`src/rtl/pipe_skid_reg.sv`:
```
// Two-entry skid pipeline register (main + skid) with hold and flush.
// Latency: one cycle from accept to out_valid; one payload per cycle at full throughput.
// Backpressure: in_ready is registered-state only (skid empty, no hold, no flush); it never looks at out_ready.
//
// Ports:
//   clk, rst                 - clock, asynchronous active-low reset
//   in_valid/in_ready/in_data    - upstream handshake and payload
//   out_valid/out_ready/out_data - downstream handshake and head payload
//   hold_flag_i              - pipeline hold level; stall when >= HOLD_LVL
//   flush_i                  - synchronous discard of both entries
//   occupancy                - number of entries held (0..2)
module pipe_skid_reg #(
    parameter int                  DW       = 32,
    parameter logic [DW-1:0]       RST_VAL  = '0,
    parameter int                  HOLD_W   = 3,
    parameter logic [HOLD_W-1:0]   HOLD_LVL = HOLD_W'(3'b010)
) (
    input  logic              clk,
    input  logic              rst,
    input  logic              in_valid,
    output logic              in_ready,
    input  logic [DW-1:0]     in_data,
    output logic              out_valid,
    input  logic              out_ready,
    output logic [DW-1:0]     out_data,
    input  logic [HOLD_W-1:0] hold_flag_i,
    input  logic              flush_i,
    output logic [1:0]        occupancy
);

    logic          main_vld_q, main_vld_d;
    logic          skid_vld_q, skid_vld_d;
    logic [DW-1:0] main_dat_q, main_dat_d;
    logic [DW-1:0] skid_dat_q, skid_dat_d;

    logic hold;
    logic accept;
    logic take;

    assign hold = (hold_flag_i >= HOLD_LVL);

    // rst gates in_ready so upstream sees no acceptance while reset is held.
    assign in_ready  = rst && !skid_vld_q && !hold && !flush_i;
    assign out_valid = main_vld_q && !hold;
    assign out_data  = main_dat_q;
    assign occupancy = {1'b0, main_vld_q} + {1'b0, skid_vld_q};

    assign accept = in_valid && in_ready;
    assign take   = out_valid && out_ready;

    always_comb begin
        main_vld_d = main_vld_q;
        skid_vld_d = skid_vld_q;
        main_dat_d = main_dat_q;
        skid_dat_d = skid_dat_q;

        if (flush_i) begin
            main_vld_d = 1'b0;
            skid_vld_d = 1'b0;
            main_dat_d = RST_VAL;
            skid_dat_d = RST_VAL;
        end else if (!hold) begin
            if (!main_vld_q) begin
                // Skid is never valid without main, so only main can load here.
                if (accept) begin
                    main_vld_d = 1'b1;
                    main_dat_d = in_data;
                end
            end else if (take) begin
                if (skid_vld_q) begin
                    // in_ready is low while skid is full, so no accept competes here.
                    main_dat_d = skid_dat_q;
                    skid_vld_d = 1'b0;
                    skid_dat_d = RST_VAL;
                end else if (accept) begin
                    main_dat_d = in_data;
                end else begin
                    main_vld_d = 1'b0;
                    main_dat_d = RST_VAL;
                end
            end else if (accept) begin
                skid_vld_d = 1'b1;
                skid_dat_d = in_data;
            end
        end
    end

    always_ff @(posedge clk or negedge rst) begin
        if (!rst) begin
            main_vld_q <= 1'b0;
            skid_vld_q <= 1'b0;
            main_dat_q <= RST_VAL;
            skid_dat_q <= RST_VAL;
        end else begin
            main_vld_q <= main_vld_d;
            skid_vld_q <= skid_vld_d;
            main_dat_q <= main_dat_d;
            skid_dat_q <= skid_dat_d;
        end
    end

endmodule

```
`config.mk`:
```
export PLATFORM = sky130hd
export DESIGN_NAME = pipe_skid_reg
export DESIGN_NICKNAME = d
export VERILOG_FILES = /design/src/rtl/pipe_skid_reg.sv
export SDC_FILE = /design/constraint.sdc
export NUM_CORES = 1
export LEC_CHECK = 0
export CELL_PAD_IN_SITES_DETAIL_PLACEMENT = 1
export CELL_PAD_IN_SITES_GLOBAL_PLACEMENT = 1
export CORE_MARGIN = 4
export CORE_UTILIZATION = 40
export DETAILED_ROUTE_END_ITERATION = 10
export PLACE_DENSITY_LB_ADDON = 0.1
export SLEW_MARGIN = 20
export SYNTH_ARGS = -nofsm -noshare
export SYNTH_HDL_FRONTEND = slang
export SYNTH_SLANG_ARGS = --single-unit
```
`constraint.sdc`:
```
create_clock -name clk -period 2 [get_ports clk]
set_input_delay 0.3 -clock clk [delete_from_list [all_inputs] [get_ports clk]]
set_output_delay 0.3 -clock clk [all_outputs]
set_load 0.02 [all_outputs]
```
==> impl_results.md, run 1 <==
* Critical R2R Launch: skid_vld_q
* DR iter-0 viols at 79
* DR vias at 2207
* Final setup margin at 134 ps
* Core ar. at 7290 um^2
* Die Height at 94.7 um
* Finished Cell Area at about 4000 um^2
* Register area share after synthesis at 0.550
* Reg2reg path depth at 6
* DRC violations left at 0
* Final WL at 8020 um
* Num CTS Buffers at 9
* Pin count of the biggest net entering global routing at 54
* Vias in the first global route at 2377
* Gr ovfl total at 0
* Initial DRT Pass Iterations at 4
* Vias per cell at 5.63
* Pwr Total at 2.93 mW
* Synth area leaders: dfrtp_1, o2bb2ai_2, a22o_1
* Mapped Nets at 245
* Initial core utilization at 0.412
* Setup TNS at 0 ps
* Layout cell share with drive strength beyond 1 at 0.263
* Pleak at between 1.5 and 2 nW
* Sequential power share at 0.466
* CP Class: in -> out
* Fin crit share at 0.933
* Placed Area at roughly 3900 um^2
* RePlAce Congestion at 0.725
* Hold depth at 1
* HPWL after DPL at 4880 um
* Final Core Density at 0.565
* Critical Path Sink Type: primary output
* Max-slew violations at 0
* Overall global routing resource usage at 0.182
* PwrDens at 710 nW/um^2
* CTS Buffer Depth at 2
* Post-layout min period at 1870 ps
* Internal power at 2.21 mW
* RSZ-0062 raised after global routing: false
* HP Start: out_data[4]
* Async SR Flop Fraction at 1.00
* Worst Setup SP: hold_flag_i[2]
* Worst r2r dst: out_data[11]
* CP Launch Type: primary input
* Status: finished, final reports clean
* Die Footprint at 8960 um^2
* H-tree Lvls at 3
* Worst Skew at 9.09 ps
* Most numerous cell in the Yosys netlist: dfrtp_1
* Critical path arrival at 1570 ps
* Slew @ Worst Pin at 688 ps
* Port Buf Inserts at 74
* Switch Pwr at 0.718 mW
* Placed Cells incl. Taps at 374
* Synth unique cells at 26
* ANT cells at 0
* TritonCTS clock tree: done
* Mapped cell area at about 3000 um^2
* Critical path required time at ~1700 ps
* Commonest cells in the netlist: dfrtp_1, a22oi_1, a22o_1
* Post-DRT Antenna Nets at 0
* Ys flop type: dfrtp_1
* Crit path max fanout at 3
* Final net count at between 300 and 400
* Final setup fails at 0
* Largest area contributor in the netlist: dfrtp_1
* Achievable frequency at 536 MHz
* I/O Pins at 76
* Clock-pin slew on the worst setup and hold paths at 70 ps
* Slew HR at 0.541
* Post-synth EDFFs at 0
* #FFs+latches synth at 66
* Worst-Skew Late Latency at 330 ps
* Post-route insts no fill at 392
* Root buffer cell: clkbuf_8
* Clock sinks at 66
* Filler cells at ~750
* Setup slack, reg-to-reg at ~340 ps
* First-pass GRT wire length at ~13000 um
* Logic gate share of total power at 0.112
* Hold slack at 499 ps
* HP Class: reg -> reg
* Max_cap viols at 0
* Fin. Hold Viols at 0
* Switching Fraction at 0.245
* Routed len/inst at 20.4 um
* Syn Area/Cell at 14.7 um^2
* Synth Warn # at 0
* Pre-CTS setup slack at -201 ps
* Initial antenna violation count at 0
* Num rows at 31
* Post-synth top area share at 0.550
* Area Growth Syn to Fin at 37.2%
* Synth Instances at 204
* Maximum vdd ir drop at 437 uV
* Clock power frac at 0.423
* Die width at 94.7 um
* Hold Path Sink: out_data[4]
## power by group through the flow
stage                     Sequential [mW]  Combinational [mW]  Clock, mW
after global routing                 1.37               0.351       1.33
final                                1.36               0.327       1.24
after floorplan                      1.41               0.111          0
after CTS                            1.36               0.325       1.28
after detailed placement             1.39               0.323          0
after global placement               1.39               0.320          0
## repair_timing
action / in CTS / in global routing
hold buffers: 1 / 0
pin swaps: 0 / 1
endpoints found under the setup margin: 3 / 32
resized for setup: 4 / 1
hold endpoints to repair: 13 / 0
gates cloned: 0 / 1
buffers inserted: 0 / 0
## critical path, cell delays in order
cell,delay (ps)
clkdlybuf4s50_1,480
nor3_2,260
and3b_2,200
dlygate4sd2_1,330
## area by class of cell
class | count | area [um^2] | area share
well taps | 99 | 124 | 0.0301
multi-input cells | 119 | 1220 | 0.296
repair buffers | 92 | 907 | 0.220
clock buffers | 10 | 128 | 0.0310
flip-flops and latches | 66 | 1650 | 0.401
clock inverters | 6 | 88.8 | 0.0216
## metal layers
metal / up-vias / global-route usage / share of wire
met5: - / 0 / 0
met4: 0 / 0.0373 / 0.0036
met3: 2 / 0.0574 / 0.056
met2: 63 / 0.288 / 0.49
met1: 1147 / 0.246 / 0.45
li1: 995 / - / -
## worst max path at each step
| stage | end | slack [ps] | cells after the start |
|---|---|---|---|
| floorplan | out_data[0] | 620 | 5 |
| global placement | skid_dat_q[22] | -150 | 5 |
| detailed placement | skid_dat_q[12] | -200 | 5 |
| CTS | skid_dat_q[10] | 50 | 6 |
| global route | occupancy[1] | 40 | 2 |
| finish | in_ready | 130 | 4 |
## cell families after synthesis
logic type	Yosys count	synth area share
buffers and inverters	20	0.0525
DFF	66	0.550
AOI/OAI and AO/OA	104	0.359
adders and majority gates	1	0.00416
and+or+nand+nor	13	0.0346
## cells in the final DEF, fill, tap and decap left out, types with 3 or more instances in the layout
cell and count:
a21oi_4 3, a22o_1 32, a22oi_1 33, buf_12 3
buf_4 14, clkbuf_8 9, clkdlybuf4s50_1 70, dfrtp_1 65
dlygate4sd2_1 3, o2bb2ai_2 30
## sequential cells by signal (all words and copies together) (netlist names)
signal / flops
out_data: 32
skid_dat_q: 32
main_vld_q: 1
skid_vld_q: 1
Note: power is estimated with default switching activity, not from simulation.
==> run 2, diff against run 1 <==
--- a/config.mk
+++ b/config.mk
@@ -15,3 +15,4 @@
 export SYNTH_ARGS = -nofsm -noshare
 export SYNTH_HDL_FRONTEND = slang
 export SYNTH_SLANG_ARGS = --single-unit
+export TNS_END_PERCENT = 30
==> constraint.sdc (replaced) <==
create_clock -name clk -period 2 [get_ports clk]
set_input_delay 0.3 -clock clk [delete_from_list [all_inputs] [get_ports clk]]
set_output_delay 0.3 -clock clk [all_outputs]
set_load 0.05 [all_outputs]
==> impl_results.md, run 2 (synthesized netlist as in run 1, its figures left out) <==
* Gr ovfl total at 0 (unchanged)
* Final setup fails at 0 (unchanged)
* Worst Skew at 5.04 ps (-4.05 ps)
* Most common cell after layout, fill and taps aside: clkdlybuf4s50_1
* Switching Fraction at 0.253 (+0.00818)
* First-pass GRT wire length at 12800 um (+1.8%)
* Layout cell share with drive strength beyond 1 at 0.274 (+0.0112)
* I/O Pins at 76 (unchanged)
* Critical R2R Launch: skid_vld_q
* Logic gate share of total power at 0.120 (+0.008)
* Initial antenna violation count at 0 (unchanged)
* Max-slew violations at 0 (unchanged)
* Vias per cell at 5.55 (-1.5%)
* Worst-Skew Late Latency at 340 ps (about the same)
* DRC violations left at 0 (unchanged)
* Worst r2r dst: skid_dat_q[14]
* Post-layout min period at 1910 ps (+43.6 ps)
* DR vias at 2169 (-1.7%)
* Filler cells at 723 (-3.7%)
* Met1 Wirelength at 3520 um (-1.8%)
* Initial core utilization at 0.412 (unchanged)
* Critical Path Sink Type: register
* DR WL met2 at 3710 um (-6.3%)
* Die width at 94.7 um (unchanged)
* Initial DRT Pass Iterations at 4 (unchanged)
* DR iter-0 viols at 125 (+58%)
* Critical path required time at 2270 ps (+570 ps)
* Clock power frac at 0.426 (+0.003)
* Hold Path Sink: out_data[20]
* Max_cap viols at 0 (unchanged)
* Fin crit share at 0.955 (+0.0218)
* Met3 wire len at 394 um (-11%)
* Clock sinks at 66 (unchanged)
* Internal power at 2.24 mW (+1.5%)
* Sequential power share at 0.453 (-0.013)
* Final WL at 7700 um (-3.9%)
* Overall global routing resource usage at 0.187 (+0.00505)
* Hold depth at 1 (unchanged)
* CP Class: in -> reg
* Root buffer cell: clkbuf_8
* Fin. Hold Viols at 0 (unchanged)
* Reg2reg path depth at 4 (-2)
* HP Class: reg -> reg
* H-tree Lvls at 3 (unchanged)
* Status: finished, final reports clean
* RSZ-0062 raised after global routing: false
* Top Metal Used: met4
* Die Footprint at 8960 um^2 (unchanged)
* Pwr Total at 3.01 mW (+2.7%)
* TritonCTS clock tree: done
* Slew @ Worst Pin at 940 ps (+252 ps)
* Die Height at 94.7 um (unchanged)
* Placed Area at 3900 um^2 (+0.39%)
* HP Start: out_data[20]
* Post-DRT Antenna Nets at 0 (unchanged)
* Pin count of the biggest net entering global routing at 56 (+3.7%)
* Routed len/inst at 19.7 um (-3.6%)
* RePlAce Congestion at 0.749 (+3.2%)
* Area Growth Syn to Fin at 37.6%
* Crit path max fanout at 32 (+29)
* Vias in the first global route at 2440 (+2.7%)
* Clock-pin slew on the worst setup and hold paths at 80 ps (about the same)
* Num CTS Buffers at 9 (unchanged)
* Pleak at 1.83 nW (+0.31%)
* Sequential Area at 1650 um^2 (about the same)
* ANT cells at 0 (unchanged)
* Commonest non-fill, non-tap cells in the layout: clkdlybuf4s50_1, dfrtp_1, a22oi_1, a22o_1, o2bb2ai_2
* Achievable frequency at 524 MHz (-2.3%)
* Port Buf Inserts at 74 (unchanged)
* CTS Buffer Depth at 2 (unchanged)
* Final net count at 328 (-0.30%)
* Switch Pwr at 0.761 mW (+6.1%)
* Num rows at 31 (unchanged)
* Post-CTS Setup Bufs at 0 (unchanged)
* Resize count post-CTS at 0 (-4)
* Slew HR at 0.372 (-0.170)
* Maximum vdd ir drop at 333 uV (-24%)
* HPWL after DPL at 4850 um (-0.63%)
* PwrDens at 727 nW/um^2 (+2.4%)
* Setup slack, reg-to-reg at 180 ps (-160 ps)
* Critical path arrival at 2180 ps (+610 ps)
* Core ar. at 7290 um^2 (unchanged)
* Finished Cell Area at 4130 um^2 (+0.27%)
* CP Launch Type: primary input
* Area occupied by multi-input gates at 1200 um^2 (-1.3%)
==> run 2: repair_timing <==
action	4_1_cts	5_1_grt
hold buffers	1	0
endpoints found under the hold margin	11	0
setup endpoints to repair	0	0
==> run 2: through the flow <==
stage	hold slack (ps)	setup TNS, ps	util	setup slack (ps)	cells
floorplan	4.41	0	-	624	204
global placement	333	-4590	0.534	-150	374
finish	501	0	0.567	90.1	391
detailed placement	339	-4550	0.534	-156	374
CTS	501	0	0.567	69.9	391
global route	524	0	0.567	0.816	391
==> run 2: worst max-delay path, stage by stage <==
cell           delay, ps
dlygate4sd3_1        530
buf_2                160
nand3b_4              80
o21ai_2               70
a21oi_4              750
a22o_1               280
==> run 2: how the worst max path moves through the flow <==
stage / start / slack (ps) / cells after the start / end
6_report: rst / 90 / 6 / skid_dat_q[14]
3_3_place_gp: hold_flag_i[2] / -150 / 5 / skid_dat_q[3]
4_1_cts: rst / 70 / 6 / skid_dat_q[14]
2_1_floorplan: skid_vld_q / 620 / 5 / out_data[0]
3_5_place_dp: hold_flag_i[2] / -160 / 5 / skid_dat_q[14]
5_1_grt: rst / 0.8 / 6 / skid_dat_q[3]
==> run 2: final cells by class <==
class                      instances  area share
clock buffer                      10      0.0333
clock inverter                     6      0.0215
multi-input combinational        118       0.292
sequential                        66       0.400
tap                               99      0.0300
timing repair buffer              92       0.224
==> run 2: metal layers <==
layer  vias to the layer above  track usage
met5                         -            0
met4                         0       0.0613
met3                         7       0.0550
met2                        52        0.298
met1                      1121        0.244
li1                        989            -
==> run 2: power groups by stage <==
stage | Combinational, mW | Clock, mW | Sequential [mW]
floorplan | 0.114 | 0 | 1.44
global placement | 0.363 | 0 | 1.39
detailed placement | 0.366 | 0 | 1.39
CTS | 0.368 | 1.32 | 1.36
global route | 0.388 | 1.37 | 1.36
finish | 0.362 | 1.28 | 1.36
